### src/rtl/regfile_wb_queue.sv
// Write-back queue in front of the regfile's single write port.
// Drains in push order and offers a newest-entry bypass to the decode read ports.
module regfile_wb_queue #(
  parameter int unsigned DEPTH  = 4,
  parameter int unsigned DATA_W = 32,
  parameter int unsigned ADDR_W = 5
) (
  input  logic                             i_clk,
  input  logic                             i_rst,
  input  logic                             i_wb_valid,
  output logic                             o_wb_ready,
  input  logic [ADDR_W-1:0]                i_wb_addr,
  input  logic [DATA_W-1:0]                i_wb_data,
  input  logic                             i_drain_en,
  output logic                             o_rd_wren,
  output logic [ADDR_W-1:0]                o_rd_addr,
  output logic [DATA_W-1:0]                o_rd_data,
  input  logic [ADDR_W-1:0]                i_rs1_addr,
  input  logic [ADDR_W-1:0]                i_rs2_addr,
  output logic                             o_rs1_hit,
  output logic [DATA_W-1:0]                o_rs1_data,
  output logic                             o_rs2_hit,
  output logic [DATA_W-1:0]                o_rs2_data,
  output logic [$clog2(DEPTH+1)-1:0]       o_count,
  output logic                             o_empty
);

  localparam int unsigned PTR_W = $clog2(DEPTH);
  localparam int unsigned CNT_W = $clog2(DEPTH+1);

  logic [PTR_W-1:0]  r_wr_ptr;
  logic [PTR_W-1:0]  r_rd_ptr;
  logic [CNT_W-1:0]  r_count;
  logic [DEPTH-1:0]  r_valid;
  logic [ADDR_W-1:0] r_addr [DEPTH];
  logic [DATA_W-1:0] r_data [DEPTH];

  logic              w_push;
  logic              w_pop;
  logic              w_full;
  logic [PTR_W-1:0]  w_idx;

  assign w_full     = (r_count == CNT_W'(DEPTH));
  assign o_wb_ready = !w_full;
  assign o_count    = r_count;
  assign o_empty    = (r_count == '0);

  // x0 writes complete the handshake but are never stored
  assign w_push    = i_wb_valid && !w_full && (i_wb_addr != '0);
  assign w_pop     = !o_empty && i_drain_en;

  assign o_rd_wren = w_pop;
  assign o_rd_addr = o_empty ? '0 : r_addr[r_rd_ptr];
  assign o_rd_data = o_empty ? '0 : r_data[r_rd_ptr];

  // Pointers, occupancy and per-entry valid bits
  always_ff @(posedge i_clk or negedge i_rst) begin
    if (!i_rst) begin
      r_wr_ptr <= '0;
      r_rd_ptr <= '0;
      r_count  <= '0;
      r_valid  <= '0;
    end else begin
      if (w_pop) begin
        r_rd_ptr          <= r_rd_ptr + PTR_W'(1);
        r_valid[r_rd_ptr] <= 1'b0;
      end
      if (w_push) begin
        r_wr_ptr          <= r_wr_ptr + PTR_W'(1);
        r_valid[r_wr_ptr] <= 1'b1;
      end
      if (w_push && !w_pop) begin
        r_count <= r_count + CNT_W'(1);
      end else if (w_pop && !w_push) begin
        r_count <= r_count - CNT_W'(1);
      end
    end
  end

  // Payload storage; contents are qualified by r_valid so no reset is needed
  always_ff @(posedge i_clk) begin
    if (w_push) begin
      r_addr[r_wr_ptr] <= i_wb_addr;
      r_data[r_wr_ptr] <= i_wb_data;
    end
  end

  // Scan oldest to newest so the last match wins
  always_comb begin
    o_rs1_hit  = 1'b0;
    o_rs1_data = '0;
    o_rs2_hit  = 1'b0;
    o_rs2_data = '0;
    w_idx      = '0;
    for (int unsigned k = 0; k < DEPTH; k++) begin
      w_idx = r_rd_ptr + PTR_W'(k);
      if (r_valid[w_idx] && (i_rs1_addr != '0) && (r_addr[w_idx] == i_rs1_addr)) begin
        o_rs1_hit  = 1'b1;
        o_rs1_data = r_data[w_idx];
      end
      if (r_valid[w_idx] && (i_rs2_addr != '0) && (r_addr[w_idx] == i_rs2_addr)) begin
        o_rs2_hit  = 1'b1;
        o_rs2_data = r_data[w_idx];
      end
    end
  end

endmodule
### config.mk
export PLATFORM = sky130hd
export DESIGN_NAME = regfile_wb_queue
export DESIGN_NICKNAME = d
export VERILOG_FILES = /design/src/rtl/regfile_wb_queue.sv
export SDC_FILE = /design/constraint.sdc
export NUM_CORES = 1
export LEC_CHECK = 0
export ABC_CLOCK_PERIOD_IN_PS = 4400
export BUFFER_PORTS_ARGS = -buffer_cell sky130_fd_sc_hd__buf_2
export CORE_UTILIZATION = 30
export DETAILED_ROUTE_END_ITERATION = 6
export GPL_TIMING_DRIVEN = 0
export PLACE_DENSITY = 0.51
export RECOVER_POWER = 100
export SYNTH_ARGS = -nofsm -noshare
export SYNTH_HDL_FRONTEND = slang
export SYNTH_SLANG_ARGS = --single-unit
### constraint.sdc
create_clock -name i_clk -period 4.4 [get_ports i_clk]
set_clock_uncertainty 0.2 [all_clocks]
set_input_delay 0.22 -clock i_clk [delete_from_list [all_inputs] [get_ports i_clk]]
set_output_delay 0.22 -clock i_clk [all_outputs]
set_load 0.005 [all_outputs]
Yosys cells after proc, flatten, opt, wreduce, memory -nomap -nowiden
Memories as Yosys holds them, arrays and structs flattened.
Index checks and enable logic that the tools add are counted.
{"block": "word_totals", "regBits": 11, "latchBits": 0, "mem_bits_rw": 148, "romBits": 0, "in_bits": 51, "out_inout_bits": 109, "elab_cells": 99, "memories": 2}
{"block": "classes", "add_sub_neg": 6, "multipliers": 0, "div": 0, "order_cmp": 7, "eq_ne": 9, "shift": 0, "muxes": 36, "bitwise": 3, "n_reduce_logical": 32}
{"name": "r_data", "depth": 4, "width": 32, "read_ports": 4, "rd_ports_with_merged_regs": 0, "wr": 1, "line_no": "36", "text": "logic [DATA_W-1:0] r_data [DEPTH];"}
{"name": "r_addr", "depth": 4, "width": 5, "read_ports": 4, "rd_ports_with_merged_regs": 0, "wr": 1, "line_no": "35", "text": "logic [ADDR_W-1:0] r_addr [DEPTH];"}
{"op": "2-to-1 mux 32 bit", "n": 9}
{"op": "equality test 5 bit", "n": 8}
{"op": "logical AND 1 bit", "n": 23}
{"op": "2-to-1 mux 1 bit", "n": 16}
{"op": "< comparator 2 x 3 -> 1 bit, second input constant", "n": 5}
{"op": "nonzero test 5 bit", "n": 3}
{"op": "binary-select mux 1 bit (select 2 bit)", "n": 4}
{"op": "2-to-1 mux 4 bit", "n": 2}
{"op": "2-to-1 mux 3 bit", "n": 2}
{"op": "2-to-1 mux 5 bit", "n": 1}
{"op": "adder 2 x 1 -> 2 bit, second input constant", "n": 2}
{"op": "adder 2 bit, second input constant", "n": 2}
{"op": "bitwise AND 4 bit", "n": 1}
{"op": "demux 1 bit (select 2 bit)", "n": 2}
{"op": ">= comparator 2 x 1 -> 1 bit, second input constant", "n": 2}
{"op": "zero test 1 bit", "n": 4}
{"op": "NOT 4 bit", "n": 1}
{"op": "bitwise OR 4 bit", "n": 1}
{"op": "adder 3 x 1 -> 3 bit, second input constant", "n": 1}
{"op": "equality test 3 bit, second input constant", "n": 1}
{"op": "zero test 3 bit", "n": 1}
{"op": "subtractor 3 x 1 -> 3 bit, second input constant", "n": 1}
{"op": "nonzero test 2 bit", "n": 1}

Depth between registers and ports, before layout
Gate-level depths: netlist of the first run.
{"block": "logic_depth", "ltp_word": 9, "ltp_mapped": 17, "mapped_depth_nobuf": 10}

Worst setup path after synthesis of the first run
Ideal clock, no wire load.
{"block": "synth_path", "kind": "flip-flop to output port", "from": "register r_rd_ptr[1]", "to": "output o_rs1_data[29]", "arrival_ps": 4107, "required_ps": 3980, "slack_ps": -127, "stages_incl_launch_ff": 14, "n_path_buf": 8, "cell_sequence": "dfrtp_1 buf_4 buf_4 buf_1 clkbuf_1 inv_1 ha_1 buf_6 buf_2 buf_2 clkbuf_1 mux4_2 mux2_4 a221o_1"}
{"block": "synth_between", "elab_chain_cells": 8, "word_cells_on_any_way": 29, "classes_between": "add/sub (3); eq/ne (4); mux (12); reduce/logical (8); memory (2)"}
{"element": "from (decl)", "line_no": "32", "text": "logic [PTR_W-1:0] r_rd_ptr;"}
{"element": "from (signal assigned)", "line_no": "65", "text": "r_rd_ptr <= r_rd_ptr + PTR_W'(1);"}
{"element": "branches (longest 7 deep; another with memory read (4 x 5 bit))"}
{"element": "2-to-1 mux 32 bit *", "line_no": "97", "text": "if (r_valid[w_idx] && (i_rs1_addr != '0) && (r_addr[w_idx] == i_rs1_addr)) begin"}
{"element": "to (decl)", "line_no": "21", "text": "output logic [DATA_W-1:0] o_rs1_data,"}
Every way passes the cells marked *. The select of a mux whose other input is x is not followed.

Worst setup path after layout of the first run
{"block": "layout_path", "from": "register r_rd_ptr[1]", "to": "output o_rs1_data[13]"}
Same word-level chain as after synthesis.

==> results.toml, run 1 <==
[clocking]
clkSinkCount = 159
root_buffer = "clkbuf_16"
htree_levels = 4
cts_buffers = 17
clock_latency_ns = 0.43
path_clk_slew_ns = 0.07
cts_buffer_depth = 2
tritoncts = "done"

[global_routing]
grt_pass1_vias = 8727
grtUsageMet1_pct = 27.1
track_usage_pct = 19.7
grt_pass1_wl_um = 56400
grt_use_met2_pct = 31.7
top_usage_layer = "met2"
overflow = 0
grt_start_max_net_pins = 27
antenna_found_initial = 1
grt_use_met3_pct = 3.39

[setup_path]
cpPeakStageDelay_ns = 0.55
cp.required_ns = 3.98
timing.setup.critical_path_class = "reg2out"
r2r_end = "r_data[3][18]"
cp.depth = 14
cp_data_arrival_time_ns = 3.86
setup.worst_path.end_class = "output pin"
crit_top_cell = "buf_6"
worst_r2r_path_depth = 6
cp_slowest_cell = "mux4_2"
r2r-start = "o_count[0]"
rrSetupSlack_ns = 0.43
cp_top_family = "buffers and inverters"
worstPathMaxFanout = 7
cp.buffers_inverters = 7
crit_path_cell_trace = "clkbuf_16 > inv_8 > ha_4 > buf_6 > mux4_2 > xor2_2 > nor4_4 > buf_6 > nand2_8 > buf_12 > buf_16 > mux2_4 > a221o_1 > buf_2"
cp-start-kind = "flop"

[timing]
report.final.slew_viol_count = 37
setup_violations = 0
finalHoldViolations = 0
fmaxAchievable_mhz = 234
tightest_slew_ns = 1.72
period_needed_ns = 4.28
min_period_over_period_pct = 97.3
relSlewSlack_pct = -14.7

[yosys]
synthSimpleGateAreaFrac_pct = 9.34
synth_area_um2 = 11700
synth_cell_types = 52
synth_edf_count = 148
synthMuxAreaShare_pct = 35.8
synth_compound_area_share_pct = 6.64
synth_area_leaders = "edfxtp_1 (38%), mux4_2 (29%), mux2_4 (3.6%)"
syn_area_per_cell_um2 = 14.6
ys_seq_area_share_pct = 40.3
syn_inst = 801
synth_top_family_by_area = "multiplexers"
synth_top_area_share_pct = 38.0
ys_ff_latch = 159
synthAdderAreaFrac_pct = 1.13
yosysWarnings = 0
syn_nets = 862
synth_xor_area_share_pct = 3.22
synthArstFlopShare_pct = 6.92
synth_ff_type = "edfxtp_1"
yosys.area.top_type = "edfxtp_1"

[placed_design]
dpl_cell_area_um2 = 13200
hpwl_um = 27200
io_buffers = 149
gp_congestion = 0.869

[power]
power_density_nw_per_um2 = 754
leakagePower_nw = 5.22
power.total_mw = 11.0
vdd_drop_max_mv = 0.382

[route]
drc = 0
viasPerCell = 5.55
firstDrtPassIters = 5
wl_per_cell_um = 24.6
ant_nets = 0
drt_iter0_markers = 673
routed_wl_um = 38400
vias = 8670

[layout]
areaGrowthSynthToFinish_pct = 24.7
drive_gt1_share_pct = 40.5
fin_area_um2 = 14600
diodes = 0
final_cell_mix = "mux4_2 (149), edfxtp_1 (148), buf_2 (113)"
final_common_cell = "mux4_2"
final_core_util_pct = 38.4
nNetsFinal = 1099
fillers = 3694

[worst_hold_path]
hold_path_depth = 4
hp-start = "i_wb_valid"
holdPathEnd = "r_wr_ptr[0]"
hold_class = "in2reg"

[status]
status = "complete, but fails checks"
violations = "max-capacitance violations, max-slew violations"

[flow_run]
max_cap_violations = 2

[floorplanning]
start_util_pct = 30.8
fp.dieH_um = 200
die_area_um2 = 39800
ioPinCount = 160
coreArea_um2 = 38000
row_count = 71
fp.dieW_um = 200
-- area by class of cell --
type,instances,area [µm²],area share (%)
buffer,73,498,3.41
timing repair buffer,223,1450,9.92
clock buffer,17,425,2.91
multi-input combinational,556,6680,45.7
sequential,159,4720,32.3
clock inverter,15,149,1.02
tap,511,639,4.38
inverter,8,45.0,0.308
-- state kept, by name, summed over array words and instances (netlist names) --
name      count
r_wr_ptr      2
r_rd_ptr      2
r_valid       4
o_count       3
r_data      128
r_addr       20
-- stage by stage --
stage | std cells | hold WS, ns | setup TNS, ns | setup WS (ns)
2_1_floorplan | 801 | -0.276 | 0 | 0.0388
3_3_place_gp | 1461 | -0.0872 | -87.90 | -1.57
3_5_place_dp | 1465 | -0.0868 | -90.21 | -1.65
4_1_cts | 1556 | 0.0382 | -0.610 | -0.128
5_1_grt | 1562 | 0.0732 | -0.0320 | -0.0220
6_report | 1562 | 0.0440 | 0 | 0.119
-- per-layer routing --
metal	vias to the layer above	routed length, µm
li1	3773	-
met1	4456	17000
met2	394	18300
met3	45	2290
met4	2	807
met5	-	13
-- synthesized netlist by cell type (13+ instances only) --
cell,count
clkbuf_1,36
xnor2_1,20
o211ai_1,19
and2_1,35
nor2b_1,37
nand2_1,45
edfxtp_1,148
buf_2,17
nor2_1,14
xor2_1,23
nand3_1,35
mux4_2,149
mux2i_1,35
a221o_1,29
mux2_4,28
buf_1,13
-- report_power, final --
| group | total, mW | internal [mW] | switching [mW] |
|---|---|---|---|
| sequential | 2.28 | 2.02 | 0.256 |
| clock | 1.47 | 0.798 | 0.673 |
| combinational | 7.26 | 3.62 | 3.63 |
-- tightest hold or removal path, stage by stage --
cell and delay, ns:
buf_2 0.10, nand2_1 0.05, a21oi_1 0.12, xnor2_1 0.16
-- worst max path at each step --
stage	slack, ns	from	end
after floorplan	0.04	r_rd_ptr[1]	o_rs1_data[10]
after global placement	-1.57	r_rd_ptr[1]	o_rs1_data[1]
after detailed placement	-1.65	r_rd_ptr[1]	o_rs1_data[31]
after CTS	-0.13	r_rd_ptr[1]	o_rs1_data[13]
after global routing	-0.02	r_rd_ptr[1]	o_rs1_data[13]
final	0.12	r_rd_ptr[1]	o_rs1_data[13]
-- kinds of logic (layout without fill, tap and decap cells) --
group / count (synthesis) / in the layout
AO/OA/AOI/OAI: 86 / 86
XOR/XNOR: 43 / 43
adder cells (fa/ha/maj): 10 / 10
buffers and inverters: 86 / 336
flip-flops: 159 / 159
multiplexers: 218 / 218
AND/OR/NAND/NOR: 199 / 199
-- repair_timing --
| action | CTS | global route |
|---|---|---|
| gates resized for setup | 77 | 9 |
| cloned | 2 | 0 |
| setup buffers | 19 | 10 |
| pin swaps | 29 | 5 |
| hold buffers | 39 | 0 |
| hold endpoints to repair | 159 | 0 |
| setup endpoints to repair | 67 | 62 |
Note: power is estimated with default switching activity, not from simulation.
==> run 2: changes to the inputs <==
- CORE_UTILIZATION: 30 -> 50
- PLACE_DENSITY: 0.51 -> 0.76
==> run 2 against run 1 <==
Compared with the run above: power down 3.2%; highest routed layer is now met4; the flow still finishes with violations (max-capacitance violations, max-slew violations); combinational power down 4.8%; worst setup slack worse by 0.041 ns.
==> results.toml, run 2 (same netlist as run 1, synthesis figures left out) <==
[status]
status = "complete, but fails checks"
violations = "max-capacitance violations, max-slew violations"

[layout]
final_common_cell = "mux4_2"
largest_register_ffs = 128
drive_gt1_share_pct = 35.3
top_register = "r_data"
diodes = 0
reg_top3 = "r_data x128, r_addr x20, r_valid x4"
areaGrowthSynthToFinish_pct = 20.2
nNetsFinal = 1085
fin_area_um2 = 14100
fillers = 1750
final_cell_mix = "mux4_2 (149), edfxtp_1 (148), clkbuf_1 (103)"
multi_input_comb_area_um2 = 6640
seq_area_um2 = 4720

[power]
leakagePower_nw = 4.99
netSwitchingFraction_pct = 41.2
internal-power_mw = 6.27
p_switching_mw = 4.39
vdd_drop_max_mv = 0.479
power_density_nw_per_um2 = 757
clkPwrFrac_pct = 13.6
pwr-share-seq_pct = 21.5
combPwrFrac_pct = 64.9

[timing]
fmaxAchievable_mhz = 231
finalHoldViolations = 0
period_needed_ns = 4.32
setup_tns_ns = 0
min_period_over_period_pct = 98.2
tightest_slew_ns = 1.95
setup_violations = 0
holdWs_ns = 0.0251
relSlewSlack_pct = -30.0
report.final.slew_viol_count = 42

[floorplanning]
row_count = 55
start_util_pct = 51.4
fp.dieH_um = 155
die_area_um2 = 24000
fp.dieW_um = 155
coreArea_um2 = 22800
ioPinCount = 160

[route]
ant_nets = 0
firstDrtPassIters = 5
drt_iter0_markers = 1043
routed_wl_um = 34400
drc = 0
wl_per_cell_um = 25.5
vias = 8993
viasPerCell = 6.66

[setup_path]
cp_data_arrival_time_ns = 3.90
setup.worst_path.end_class = "output pin"
cp.required_ns = 3.98
timing.setup.critical_path_class = "reg2out"
cp-start-kind = "flop"
worstPathMaxFanout = 10

[global_routing]
antenna_found_initial = 1
grt_pass1_wl_um = 51500
grt_start_max_net_pins = 28
grt_pass1_vias = 8909
track_usage_pct = 29.2
overflow = 0

[clocking]
cts_buffers = 17
path_clk_slew_ns = 0.06
clock_latency_ns = 0.43
htree_levels = 4
root_buffer = "clkbuf_16"
cts_buffer_depth = 2
tritoncts = "done"
clkSinkCount = 159

[placed_design]
hpwl_um = 23400
gp_congestion = 0.897
dpl_cell_area_um2 = 12900
io_buffers = 149

[worst_hold_path]
hold_class = "in2reg"

[flow_run]
max_cap_violations = 2
[run 2: changes by cell type in the layout (fill, tap and decap cells not counted), sizes merged, moves of 4 or more]
| cell | before | now |
|---|---|---|
| inv | 16 | 11 |
| buf | 171 | 104 |
| clkbuf | 102 | 151 |
| clkinv | 5 | 9 |
[run 2: worst paths after layout]
path / to / slack, ns / cells after the start / from
max reg2reg: r_data[0][27] / 0.41 / 6 / o_count[0]
max: o_rs1_data[24] / 0.08 / 13 / r_rd_ptr[1]
min reg2reg: o_count[2] / 0.34 / 1 / o_count[2]
max in group asynchronous: r_wr_ptr[1] / 2.32 / 4 / i_rst
min in group asynchronous: r_rd_ptr[1] / 0.47 / 3 / i_rst
min: r_wr_ptr[0] / 0.03 / 4 / i_wb_valid
[run 2: critical path, stage by stage, from the launching register on]
cell and delay, ns:
dfrtp_2 0.39, buf_12 0.11, buf_12 0.10, inv_4 0.04
ha_4 0.31, mux4_2 0.57, xor2_2 0.18, nor4_4 0.48
nand2_4 0.17, buf_6 0.17, buf_8 0.15, mux2_4 0.30
a221o_1 0.35, buf_2 0.14
[run 2: final cells by class]
| cell class | count | area share (%) |
|---|---|---|
| multi-input combinational | 557 | 47.2 |
| inverter | 8 | 0.320 |
| clock buffer | 17 | 3.02 |
| timing repair buffer | 208 | 9.17 |
| buffer | 73 | 2.96 |
| tap | 313 | 2.78 |
| sequential | 159 | 33.5 |
| clock inverter | 15 | 1.00 |
[run 2: metal layers]
layer | wire (µm) | track usage (%) | vias to the layer above | part of all wire, %
met4 | 1200 | 12.6 | 0 | 3.5
met1 | 12700 | 38.7 | 4488 | 37
met3 | 3630 | 5.24 | 92 | 11
met2 | 16800 | 47.5 | 669 | 49
met5 | 0 | 0 | - | 0
li1 | - | - | 3744 | -
[run 2: power groups by stage]
stage | sequential (mW) | combinational, mW | clock [mW]
floorplan | 2.22 | 4.81 | 0
global placement | 2.29 | 6.42 | 0
detailed placement | 2.30 | 6.57 | 0
CTS | 2.26 | 6.85 | 1.45
global route | 2.32 | 7.33 | 1.51
finish | 2.29 | 6.91 | 1.45
[run 2: repair_timing]
action	4_1_cts	5_1_grt
pin swaps	14	5
hold buffers	40	0
endpoints found under the hold margin	159	0
gates resized for setup	34	16
setup buffers	10	4
endpoints found under the setup margin	67	62
cloned	2	1
[run 2: per-stage QoR]
| stage | std cells | utilization, % | worst slack, ns | power [mW] |
|---|---|---|---|---|
| after floorplan | 801 | - | 0.0388 | 7.03 |
| after global placement | 1263 | 56.4 | -1.29 | 8.71 |
| after detailed placement | 1267 | 56.8 | -1.31 | 8.87 |
| after CTS | 1348 | 62.2 | 0.00887 | 10.6 |
| after global routing | 1350 | 61.8 | -0.0212 | 11.2 |
| final | 1350 | 61.8 | 0.0778 | 10.7 |
==> run 3: changes to the inputs <==
- BUFFER_PORTS_ARGS: -buffer_cell sky130_fd_sc_hd__buf_2 -> default
- CTS_CLUSTER_DIAMETER: default -> 80
- DONT_BUFFER_PORTS: default -> 1
- PLACE_DENSITY: 0.76 -> 0.7
==> run 3 against run 2 <==
Compared with the run above: the flow still finishes with violations (max-capacitance violations, max-slew violations); critical path type unchanged; first-iteration DRC count fell by 17%; non-clock buffer count decreased by 148; combinational power shrank 6.5%; sequential power barely moved; cell count is 11% lower; sequential share of layout area is 1.8 points higher; register-to-register slack got worse by 0.03 ns.
==> results.toml, run 3 (same netlist as run 1, synthesis figures left out) <==
[global_routing]
antenna_found_initial = 2
track_usage_pct = 28.3
grt_pass1_wl_um = 50000
grt_start_max_net_pins = 28
overflow = 0
grt_pass1_vias = 8353

[timing]
tightest_slew_ns = 1.96
holdWs_ns = 0.0128
min_period_over_period_pct = 97.3
period_needed_ns = 4.28
fmaxAchievable_mhz = 234
report.final.slew_viol_count = 62
rsz0062_at_grt = "false"
setup_tns_ns = 0
relSlewSlack_pct = -30.6
setup_violations = 0
finalHoldViolations = 0

[layout]
areaGrowthSynthToFinish_pct = 14.2
nNetsFinal = 936
largest_register_ffs = 128
top_register = "r_data"
reg_top3 = "r_data x128, r_addr x20, r_valid x4"
final_common_cell = "mux4_2"
fin_area_um2 = 13400
instances_no_fill = 1202
final_cell_mix = "mux4_2 (149), edfxtp_1 (148), nand2_1 (45)"
final_core_util_pct = 58.7
drive_gt1_share_pct = 32.9

[setup_path]
crit_path_start = "r_rd_ptr[1]"
cp_data_arrival_time_ns = 3.86
crit_top_cell = "buf_12"
r2r-start = "o_count[0]"
cp-start-kind = "flop"
worstPathMaxFanout = 14
cp.required_ns = 3.98
cpPeakStageDelay_ns = 0.54
setup.worst_path.end_class = "output pin"
timing.setup.critical_path_class = "reg2out"
cp_slowest_cell = "mux4_2"
crit_path_cell_trace = "buf_8 > buf_12 > inv_1 > ha_1 > buf_6 > mux4_2 > xor2_1 > nor4_4 > buf_4 > nand2_4 > buf_12 > mux2_4 > a221o_1"

[route]
drt_iter0_markers = 866
drc = 0
wl_per_cell_um = 27.5
vias = 8251
firstDrtPassIters = 5
ant_nets = 0
viasPerCell = 6.86
routed_wl_um = 33000

[power]
leakagePower_nw = 4.50
power_density_nw_per_um2 = 762
clkPwrFrac_pct = 14.2
netSwitchingFraction_pct = 41.2
pwr-share-seq_pct = 22.4
combPwrFrac_pct = 63.4
p_switching_mw = 4.20
internal-power_mw = 5.99
vdd_drop_max_mv = 0.368

[floorplanning]
row_count = 55
fp.dieW_um = 155
fp.dieH_um = 155
die_area_um2 = 24000
coreArea_um2 = 22800
start_util_pct = 51.4
ioPinCount = 160

[clocking]
clkSinkCount = 159
path_clk_slew_ns = 0.06
cts_buffers = 17
tritoncts = "done"
htree_levels = 4
cts_buffer_depth = 2
root_buffer = "clkbuf_16"
clock_latency_ns = 0.43

[placed_design]
io_buffers = 0
hpwl_um = 23200
numPlacedInstances = 1118
gp_congestion = 0.951
dpl_cell_area_um2 = 12200

[status]
status = "complete, but fails checks"
violations = "max-capacitance violations, max-slew violations"

[flow_run]
max_cap_violations = 3

[worst_hold_path]
hold_class = "in2async"
-- run 3: changes by cell type in the layout (fill, tap and decap cells not counted), moves of 3 or more --
| cell | delta |
|---|---|
| a221oi_2 | +3 |
| clkbuf_1 | -70 |
| buf_12 | -3 |
| clkinv_2 | -3 |
| clkbuf_2 | -19 |
| a221oi_1 | -3 |
| buf_6 | +6 |
| xor2_1 | +3 |
| buf_2 | -57 |
| xor2_2 | -3 |
-- run 3: metal layers --
metal  global-route usage [%]  vias to the layer above  wire [µm]
li1                         -                     3454          -
met1                     36.6                     4229      12700
met2                     45.5                      500      15800
met3                     7.60                       68       3480
met4                     11.6                        0        978
met5                        0                        -          0
-- run 3: final cells by class --
class / count / area (µm²)
Fill cell: 1745 / 9410
Multi-Input combinational cell: 556 / 6630
Sequential cell: 159 / 4720
Timing Repair Buffer: 57 / 559
Buffer: 76 / 459
Clock buffer: 18 / 429
Tap cell: 313 / 392
Clock inverter: 13 / 140
Inverter: 8 / 35.0
Antenna cell: 2 / 5.00
-- run 3: critical path, delay by kind of cell, from the launching register on --
kind / cells / cell delay, ns
buf+inv: 6 / 0.90
simple gates: 2 / 0.39
mux: 2 / 0.83
compound gates: 1 / 0.43
fa+ha+maj: 1 / 0.29
xor+xnor: 1 / 0.19
flops: 1 / 0.40
-- run 3: path summary, 6_finish.rpt --
check | to | slack, ns | cells after the start
worst min register to register | o_count[2] | 0.36 | 1
worst min-delay path | r_valid[3] | 0.01 | 1
max in group asynchronous | r_rd_ptr[1] | 3.59 | 1
min in group i_clk | r_wr_ptr[0] | 0.04 | 3
worst max-delay path | o_rs1_data[4] | 0.12 | 13
worst max register to register | r_data[3][18] | 0.38 | 6
-- run 3: repair_timing --
action	4_1_cts	5_1_grt
hold buffers	39	0
resized for setup	38	10
setup endpoints to repair	67	60
setup buffers	6	7
cloned	1	0
pin swaps	3	7
hold endpoints to repair	161	0
-- run 3: power by group through the flow --
stage	clock (mW)	sequential [mW]	combinational [mW]
finish	1.44	2.28	6.46
floorplan	0	2.22	4.81
detailed placement	0	2.30	6.16
CTS	1.46	2.26	6.40
global placement	0	2.30	6.06
global route	1.52	2.32	6.87
-- run 3: through the flow --
step                setup slack (ns)  power [mW]
floorplan                     0.0388        7.03
global placement               -1.33        8.35
detailed placement             -1.33        8.46
CTS                           0.0338        10.1
global route                 0.00451        10.7
finish                         0.120        10.2
